File: config.mk
export PLATFORM = sky130hd
export DESIGN_NAME = lsu_mem_port
export DESIGN_NICKNAME = d
export VERILOG_FILES = /design/src/rtl/lsu_mem_port.sv
export SDC_FILE = /design/constraint.sdc
export NUM_CORES = 1
export LEC_CHECK = 0
export BUFFER_PORTS_ARGS = -buffer_cell sky130_fd_sc_hd__buf_2
export CAP_MARGIN = 10
export CORE_MARGIN = 8
export CORE_UTILIZATION = 45
export DETAILED_ROUTE_END_ITERATION = 10
export HOLD_SLACK_MARGIN = 0.03
export PLACE_DENSITY = 0.77
export SLEW_MARGIN = 20
export SYNTH_ARGS = -nofsm -noshare
export SYNTH_HDL_FRONTEND = slang
export SYNTH_SLANG_ARGS = --single-unit
File: constraint.sdc
create_clock -name clk -period 2.1 [get_ports clk]
set_input_delay 0.105 -clock clk [delete_from_list [all_inputs] [get_ports clk]]
set_output_delay 0.105 -clock clk [all_outputs]
set_load 0.01 [all_outputs]
File: src/rtl/lsu_mem_port.sv
// lsu_mem_port: load/store initiator between the CPU memory stage and a
// word-wide data memory. One byte/half/word access per handshake, turned
// into word-aligned memory transactions. Sub-word stores are performed as
// read-modify-write. Misaligned accesses respond with resp_err and never
// touch memory. Loads are sign- or zero-extended.
//
// Ports:
//   clk, reset (sync, active-low)
//   req_valid/req_ready handshake; req_we, req_size, req_unsigned,
//   req_addr, req_wdata describe the access
//   resp_valid (1-cycle pulse), resp_rdata, resp_err
//   mem_req, mem_we, mem_addr (word aligned), mem_wdata, mem_ack, mem_rdata
module lsu_mem_port (
  input  logic        clk,
  input  logic        reset,
  input  logic        req_valid,
  output logic        req_ready,
  input  logic        req_we,
  input  logic [1:0]  req_size,
  input  logic        req_unsigned,
  input  logic [31:0] req_addr,
  input  logic [31:0] req_wdata,
  output logic        resp_valid,
  output logic [31:0] resp_rdata,
  output logic        resp_err,
  output logic        mem_req,
  output logic        mem_we,
  output logic [31:0] mem_addr,
  output logic [31:0] mem_wdata,
  input  logic        mem_ack,
  input  logic [31:0] mem_rdata
);

  typedef enum logic [1:0] {IDLE, RD, WR, RESP} state_t;

  state_t      state;
  logic        lat_we;
  logic        lat_uns;
  logic [1:0]  lat_size;
  logic [1:0]  lat_off;
  logic [15:0] lat_wdata;   // only the sub-word part is needed after acceptance

  logic        misalign;
  logic [7:0]  byte_sel;
  logic [15:0] half_sel;
  logic [31:0] load_data;
  logic [31:0] merged;

  // Size 11 behaves as a word, so bit 1 alone identifies a word access.
  always_comb begin
    misalign = 1'b0;
    if (req_size[1])
      misalign = (req_addr[1:0] != 2'b00);
    else if (req_size[0])
      misalign = req_addr[0];
  end

  // Lane extraction and store merge, from the memory word and latched request.
  always_comb begin
    byte_sel = mem_rdata[7:0];
    case (lat_off)
      2'd0: byte_sel = mem_rdata[7:0];
      2'd1: byte_sel = mem_rdata[15:8];
      2'd2: byte_sel = mem_rdata[23:16];
      2'd3: byte_sel = mem_rdata[31:24];
      default: byte_sel = mem_rdata[7:0];
    endcase
    half_sel = lat_off[1] ? mem_rdata[31:16] : mem_rdata[15:0];

    if (lat_size[1])
      load_data = mem_rdata;
    else if (lat_size[0])
      load_data = {{16{~lat_uns & half_sel[15]}}, half_sel};
    else
      load_data = {{24{~lat_uns & byte_sel[7]}}, byte_sel};

    merged = mem_rdata;
    if (lat_size[0]) begin
      if (lat_off[1]) merged[31:16] = lat_wdata;
      else            merged[15:0]  = lat_wdata;
    end else begin
      case (lat_off)
        2'd0: merged[7:0]   = lat_wdata[7:0];
        2'd1: merged[15:8]  = lat_wdata[7:0];
        2'd2: merged[23:16] = lat_wdata[7:0];
        2'd3: merged[31:24] = lat_wdata[7:0];
        default: merged = mem_rdata;
      endcase
    end
  end

  always_ff @(posedge clk) begin
    if (!reset) begin
      state      <= IDLE;
      req_ready  <= 1'b0;
      resp_valid <= 1'b0;
      resp_rdata <= '0;
      resp_err   <= 1'b0;
      mem_req    <= 1'b0;
      mem_we     <= 1'b0;
      mem_addr   <= '0;
      mem_wdata  <= '0;
      lat_we     <= 1'b0;
      lat_uns    <= 1'b0;
      lat_size   <= '0;
      lat_off    <= '0;
      lat_wdata  <= '0;
    end else begin
      case (state)
        IDLE: begin
          resp_valid <= 1'b0;
          if (req_valid && req_ready) begin
            req_ready <= 1'b0;
            lat_we    <= req_we;
            lat_uns   <= req_unsigned;
            lat_size  <= req_size;
            lat_off   <= req_addr[1:0];
            lat_wdata <= req_wdata[15:0];
            mem_addr  <= {req_addr[31:2], 2'b00};
            if (misalign) begin
              resp_valid <= 1'b1;
              resp_err   <= 1'b1;
              resp_rdata <= '0;
              state      <= RESP;
            end else if (req_we && req_size[1]) begin
              mem_req   <= 1'b1;
              mem_we    <= 1'b1;
              mem_wdata <= req_wdata;
              state     <= WR;
            end else begin
              mem_req <= 1'b1;
              mem_we  <= 1'b0;
              state   <= RD;
            end
          end else begin
            req_ready <= 1'b1;
          end
        end
        RD: begin
          if (mem_ack) begin
            if (lat_we) begin
              // RMW: mem_req stays high and the same word is written next.
              mem_we    <= 1'b1;
              mem_wdata <= merged;
              state     <= WR;
            end else begin
              mem_req    <= 1'b0;
              resp_valid <= 1'b1;
              resp_err   <= 1'b0;
              resp_rdata <= load_data;
              state      <= RESP;
            end
          end
        end
        WR: begin
          if (mem_ack) begin
            mem_req    <= 1'b0;
            mem_we     <= 1'b0;
            resp_valid <= 1'b1;
            resp_err   <= 1'b0;
            resp_rdata <= '0;
            state      <= RESP;
          end
        end
        RESP: begin
          resp_valid <= 1'b0;
          req_ready  <= 1'b1;
          state      <= IDLE;
        end
        default: state <= IDLE;
      endcase
    end
  end

endmodule

==> results of run 1 <==
## cells in the mapped netlist (5+ instances only)
master	instances	share of area [%]
a211oi_1	16	2.0
a21boi_0	8	0.98
a21oi_1	93	7.6
a22o_1	14	2.0
a22oi_1	6	0.74
a32o_1	19	3.1
buf_1	6	0.37
buf_2	20	1.6
clkbuf_1	40	2.5
dfxtp_1	123	40
ha_1	5	1.0
inv_1	36	2.2
mux2_2	9	1.7
mux2i_1	31	5.1
nand2_1	143	8.8
nand2b_1	25	2.6
nor2_1	18	1.1
nor2b_1	6	0.61
o21ai_0	21	1.7
o221ai_1	6	0.86
o22ai_1	39	4.0
o2bb2ai_1	8	1.1
o311a_1	8	1.3
o32ai_1	6	0.86
## flip-flops by register name, summed over array words and instances (netlist names), 2 cells and up
| name | cells |
|---|---|
| lat_off | 2 |
| lat_size | 2 |
| lat_wdata | 16 |
| mem_addr | 30 |
| mem_wdata | 32 |
| resp_rdata | 32 |
| state | 2 |
## what timing repair did
action                                  4_1_cts  5_1_grt
endpoints found under the setup margin        0       60
endpoints found under the hold margin        64        0
hold buffers                                 58        0
gates resized for setup                       0        3
## per-stage QoR
step	setup WS (ps)	util, %	hold WS [ps]
6_report	152	64.1	50.2
5_1_grt	-1.47	64.1	60.7
4_1_cts	58.3	64.0	34.8
3_5_place_dp	77.8	55.3	350
3_3_place_gp	180	55.3	345
2_1_floorplan	166	-	241
## power by group through the flow
stage	clock [mW]	combinational, mW	sequential [mW]
after floorplan	0	2.34	3.24
after global placement	0	3.82	3.11
after detailed placement	0	3.84	3.13
after CTS	2.86	3.95	3.09
after global routing	2.96	4.37	3.15
final	2.84	3.99	3.09
## routing by layer
layer  global-route usage, %  up-vias  share of wire [%]
met5                       0        -                  0
met4                    12.9        0                4.4
met3                    7.95       68                9.4
met2                    36.7      357                 45
met1                    29.3     3045                 41
li1                        -     3158                  -
## layout make-up
type	count	area, um^2
timing repair buffer	292	1870
clock inverter	5	57.6
fill	1134	4770
antenna	1	2.50
clock buffer	26	519
tap	176	220
inverter	36	135
multi-input combinational	517	3250
sequential	123	2460
## critical path, stage by stage, from the launching register on
cell	delay (ps)
dfxtp_1	400
inv_1	100
ha_1	290
nand2b_1	200
a32oi_2	290
a21oi_2	120
buf_12	180
a22o_1	240
## kinds of logic (layout without fill, tap and decap cells)
group                    after synthesis  count (layout)  synth area share (%)
other                                  1               3                0.0612
adder cells (fa/ha/maj)                5               5                  1.02
AND/OR/NAND/NOR                      204             204                  14.4
multiplexers                          42              42                  7.27
buffers and inverters                106             359                  7.15
AO/OA/AOI/OAI                        264             264                  29.9
flip-flops                           123             123                  40.2
## worst paths after layout
kind                 startpoint       endpoint  slack, ps  cells after the start
setup / recovery       state[0]  resp_rdata[4]        150                      7
hold / removal    req_wdata[23]  mem_wdata[23]         50                      3
setup reg to reg       state[0]  resp_rdata[4]        150                      7
hold reg to reg    mem_addr[24]   mem_addr[24]        450                      2
==> run_results.csv, run 1 <==
group,metric,value,unit
route,drtPass1Iterations,8,
floorplan,dieArea,0.0176,mm^2
global_route,grt_pass1_wl,34500,um
clocking,cts_buffer_depth,2,
yosys,synth.distinct_cells,50,
yosys,yosys_most_used_dff,"dfxtp_1",
clocking,cts_tree,"yes",
sta,tightest_slew,690,ps
sta,slew_headroom,54.0,%
yosys,async_flop_share,0,%
pwr,power,9.92,mW
clocking,clk_latency,420,ps
placement,dpl-instance-area,0.00735,mm^2
hold_path,hp-class,"in -> reg",
pwr,combPwrFrac,40.2,%
outcome,status,"completed",
placement,routabilityCongestion,0.894,
sta,rsz0062_at_grt,"true",
route,vias,6628,
placement,hpwl,15100,um
sta,tns,0,ps
setup_path,cp-end-kind,"flip-flop",
final_layout,final_common_cell,"buf_2",
route,routed_wire_length_per_instance,18.5,um
pwr,p_clk_share,28.6,%
yosys,synth_area,0.00613,mm^2
pwr,power_density,1160,mW/mm^2
yosys,yosys_warnings,0,
yosys,syn_area_per_cell,8.22,um^2
setup_path,crit_fanout,32,
floorplan,die_h,133,um
pwr,p_sw,3.71,mW
floorplan,die_w,133,um
job,drv_cap,0,
route,antenna_left,0,
setup_path,critPathKind,"reg -> reg",
clocking,clk_pin_slew,60,ps
final_layout,layout-drive-gt1-share,28.6,%
sta,setup-violations-final,0,
sta,skew,7.24,ps
placement,placed_cells,1086,
yosys,yosysSeqAreaShare,40.2,%
route,route.detailed.drc,0,
route,finalWirelength,21700,um
clocking,postCtsSetupBuffers,0,
final_layout,instances_no_fill,1176,
route,drt_iter0_drc,542,
floorplan,start_util,46.1,%
pwr,p_leak,3.69,nW
floorplan,io_pins,205,
sta,hold_viol_final,0,
yosys,ys_ff_latch,123,
sta,layout_min_cycle_time,1950,ps
global_route,grt.total_usage,24.0,%
global_route,antenna_found_initial,1,
final_layout,areaGrowthSynthToFinish,39.1,%
pwr,p_int,6.21,mW
sta,finalMaxSlewViolations,0,
yosys,synth-edff-count,0,
final_layout,mostFrequentLayoutCells,"buf_2 (202), nand2_1 (143), dfxtp_1 (122)",
setup_path,cp.required,2400,ps
clocking,numClockSinks,123,
global_route,overflow,0,
clocking,clockRootBuffer,"clkbuf_16",
global_route,grt_pass1_vias,6624,
clocking,h-tree-depth,4,
placement,port-buffer-count,202,
route,vias_per_cell,5.64,
pwr,seq_power_share,31.2,%
final_layout,fin_nets,1096,
yosys,netlist_instances,745,
sta,finalCritPeriodShare,92.8,%
floorplan,row_count,42,
clocking,cts-buffers-inserted,17,
global_route,grt_max_degree,75,
sta,max_freq,0.513,GHz
floorplan,core,0.0133,mm^2
pwr,switching_share,37.4,%
final_layout,fin_area,0.00852,mm^2
setup_path,critPathArrivalTime,2250,ps
pwr,vdd_drop_max,829,uV
setup_path,startpoint_type,"flip-flop",
Note: power is estimated with default switching activity, not from simulation.
==> run 2: changes to the inputs <==
--- a/config.mk
+++ b/config.mk
@@ -11,6 +11,6 @@
 export CORE_UTILIZATION = 45
 export DETAILED_ROUTE_END_ITERATION = 10
-export HOLD_SLACK_MARGIN = 0.03
 export PLACE_DENSITY = 0.77
+export SKIP_CTS_REPAIR_TIMING = 1
 export SLEW_MARGIN = 20
 export SYNTH_ARGS = -nofsm -noshare
==> constraint.sdc (replaced) <==
create_clock -name clk -period 2.1 [get_ports clk]
set_input_delay 0.105 -clock clk [delete_from_list [all_inputs] [get_ports clk]]
set_output_delay 0.105 -clock clk [all_outputs]
set_load 0.1 [all_outputs]
==> run 2 against run 1 <==
Net effect: global-route usage fell by 1.2 points; sequential power about the same; wire length down 0.46%; cell area fell by 1.1%; largest power group unchanged; core utilization is 0.70 points lower; die area is the same; via count shrank 0.71%; clock skew rose by 1.2 ps; first-iteration DRC count up 16%; largest cell class unchanged; register-to-register slack got worse by 50 ps.
==> run_results.csv, run 2 (synthesis gave the netlist of run 1 again) <==
group,metric,value,unit
floorplan,die_h,133,um
sta,tightest_slew,695,ps
setup_path,rrSetupSlack,100,ps
pwr,switching_share,50.2,%
final_layout,layout-drive-gt1-share,28.8,%
final_layout,fin_area,0.00843,mm^2
route,drt_iter0_drc,627,
global_route,grt.total_usage,22.8,%
global_route,grt_max_degree,56,
setup_path,critPathKind,"reg -> reg",
route,vias_per_cell,5.64,
pwr,p_leak,3.65,nW
clocking,h-tree-depth,4,
final_layout,final_common_cell,"buf_2",
outcome,status,"completed",
final_layout,fin_nets,1086,
placement,hpwl,15300,um
sta,max_freq,0.500,GHz
placement,dpl-instance-area,0.00734,mm^2
hold_path,whs_path_depth,3,
floorplan,die_w,133,um
route,finalWirelength,21600,um
global_route,overflow,0,
setup_path,startpoint_type,"flip-flop",
floorplan,core,0.0133,mm^2
floorplan,start_util,46.1,%
pwr,p_int,6.20,mW
setup_path,setup.worst_path.end,"resp_rdata[0]",
job,drv_cap,0,
route,antenna_left,0,
pwr,seq_power_share,24.9,%
route,routed_wire_length_per_instance,18.5,um
setup_path,regToRegStartpoint,"state[0]",
clocking,cts_tree,"yes",
floorplan,io_pins,205,
setup_path,worst_r2r_endpoint,"resp_rdata[0]",
clocking,clk_pin_slew,60,ps
final_layout,areaGrowthSynthToFinish,37.6,%
clocking,cts-buffers-inserted,17,
pwr,vdd_drop_max,887,uV
floorplan,dieArea,0.0176,mm^2
clocking,cts_buffer_depth,2,
sta,setup-violations-final,0,
sta,finalCritPeriodShare,95.2,%
global_route,antenna_found_initial,3,
sta,skew,8.42,ps
route,vias,6581,
setup_path,reg2reg_depth,7,
sta,slew_headroom,53.6,%
global_route,grt_pass1_vias,6291,
final_layout,mostFrequentLayoutCells,"buf_2 (202), nand2_1 (143), dfxtp_1 (121)",
hold_path,hp-class,"in -> reg",
placement,routabilityCongestion,0.889,
pwr,power_density,1480,mW/mm^2
setup_path,crit_fanout,24,
route,drtPass1Iterations,7,
setup_path,cp.required,2460,ps
placement,port-buffer-count,202,
global_route,grt_pass1_wl,32500,um
final_layout,reg.largest.list,"mem_wdata x32, resp_rdata x32, mem_addr x30",
floorplan,row_count,42,
clocking,clk_latency,420,ps
sta,holdWs,9.48,ps
pwr,p_clk_share,22.6,%
setup_path,critPathArrivalTime,2360,ps
clocking,numClockSinks,123,
pwr,p_sw,6.24,mW
clocking,clockRootBuffer,"clkbuf_16",
setup_path,crit_start,"state[0]",
sta,layout_min_cycle_time,2000,ps
setup_path,cp-end-kind,"flip-flop",
sta,finalMaxSlewViolations,0,
route,route.detailed.drc,0,
pwr,combPwrFrac,52.5,%
sta,hold_viol_final,0,
[run 2: worst min path at each step]
stage | start | end | slack [ps]
2_1_floorplan | req_wdata[10] | lat_wdata[10] | 240
3_3_place_gp | req_addr[14] | mem_addr[14] | 350
3_5_place_dp | req_addr[26] | mem_addr[26] | 350
4_1_cts | req_addr[26] | mem_addr[26] | -90
5_1_grt | req_wdata[17] | mem_wdata[17] | 30
6_report | req_addr[1] | lat_off[1] | 9
[run 2: power groups by stage]
stage	clock, mW	combinational (mW)	sequential [mW]
3_3_place_gp	0	6.31	3.11
4_1_cts	2.82	6.38	3.10
5_1_grt	2.91	6.88	3.16
2_1_floorplan	0	2.37	5.73
6_report	2.81	6.54	3.10
3_5_place_dp	0	6.35	3.14
[run 2: layout make-up]
class | instances | area, um^2
tap | 176 | 220
clock inverter | 8 | 96.3
timing repair buffer | 282 | 1770
antenna | 3 | 7.51
multi-input combinational | 517 | 3270
clock buffer | 22 | 464
sequential | 123 | 2470
fill | 1155 | 4870
inverter | 36 | 135
[run 2: metrics by stage]
stage	TNS, ps	worst slack [ps]	util, %	instances	power (mW)
floorplan	0	159	-	746	8.09
global route	-5.89	-5.89	63.4	1167	12.9
finish	0	101	63.4	1167	12.4
global placement	0	189	55.2	1085	9.42
detailed placement	0	68.8	55.2	1085	9.49
CTS	0	67.6	59.4	1115	12.3
[run 2: metal layers]
metal	vias up	track usage, %	part of all wire (%)
li1	3147	-	-
met1	3054	26.5	40
met2	325	35.7	46
met3	55	9.31	9.6
met4	0	11.0	3.7
met5	-	0	0
[run 2: worst max-delay path, stage by stage (launching register included)]
cell      delay [ps]
dfxtp_1          400
inv_1            100
ha_1             310
nand2b_1         240
a32oi_4          280
and2_0           240
buf_12           180
a32o_1           180
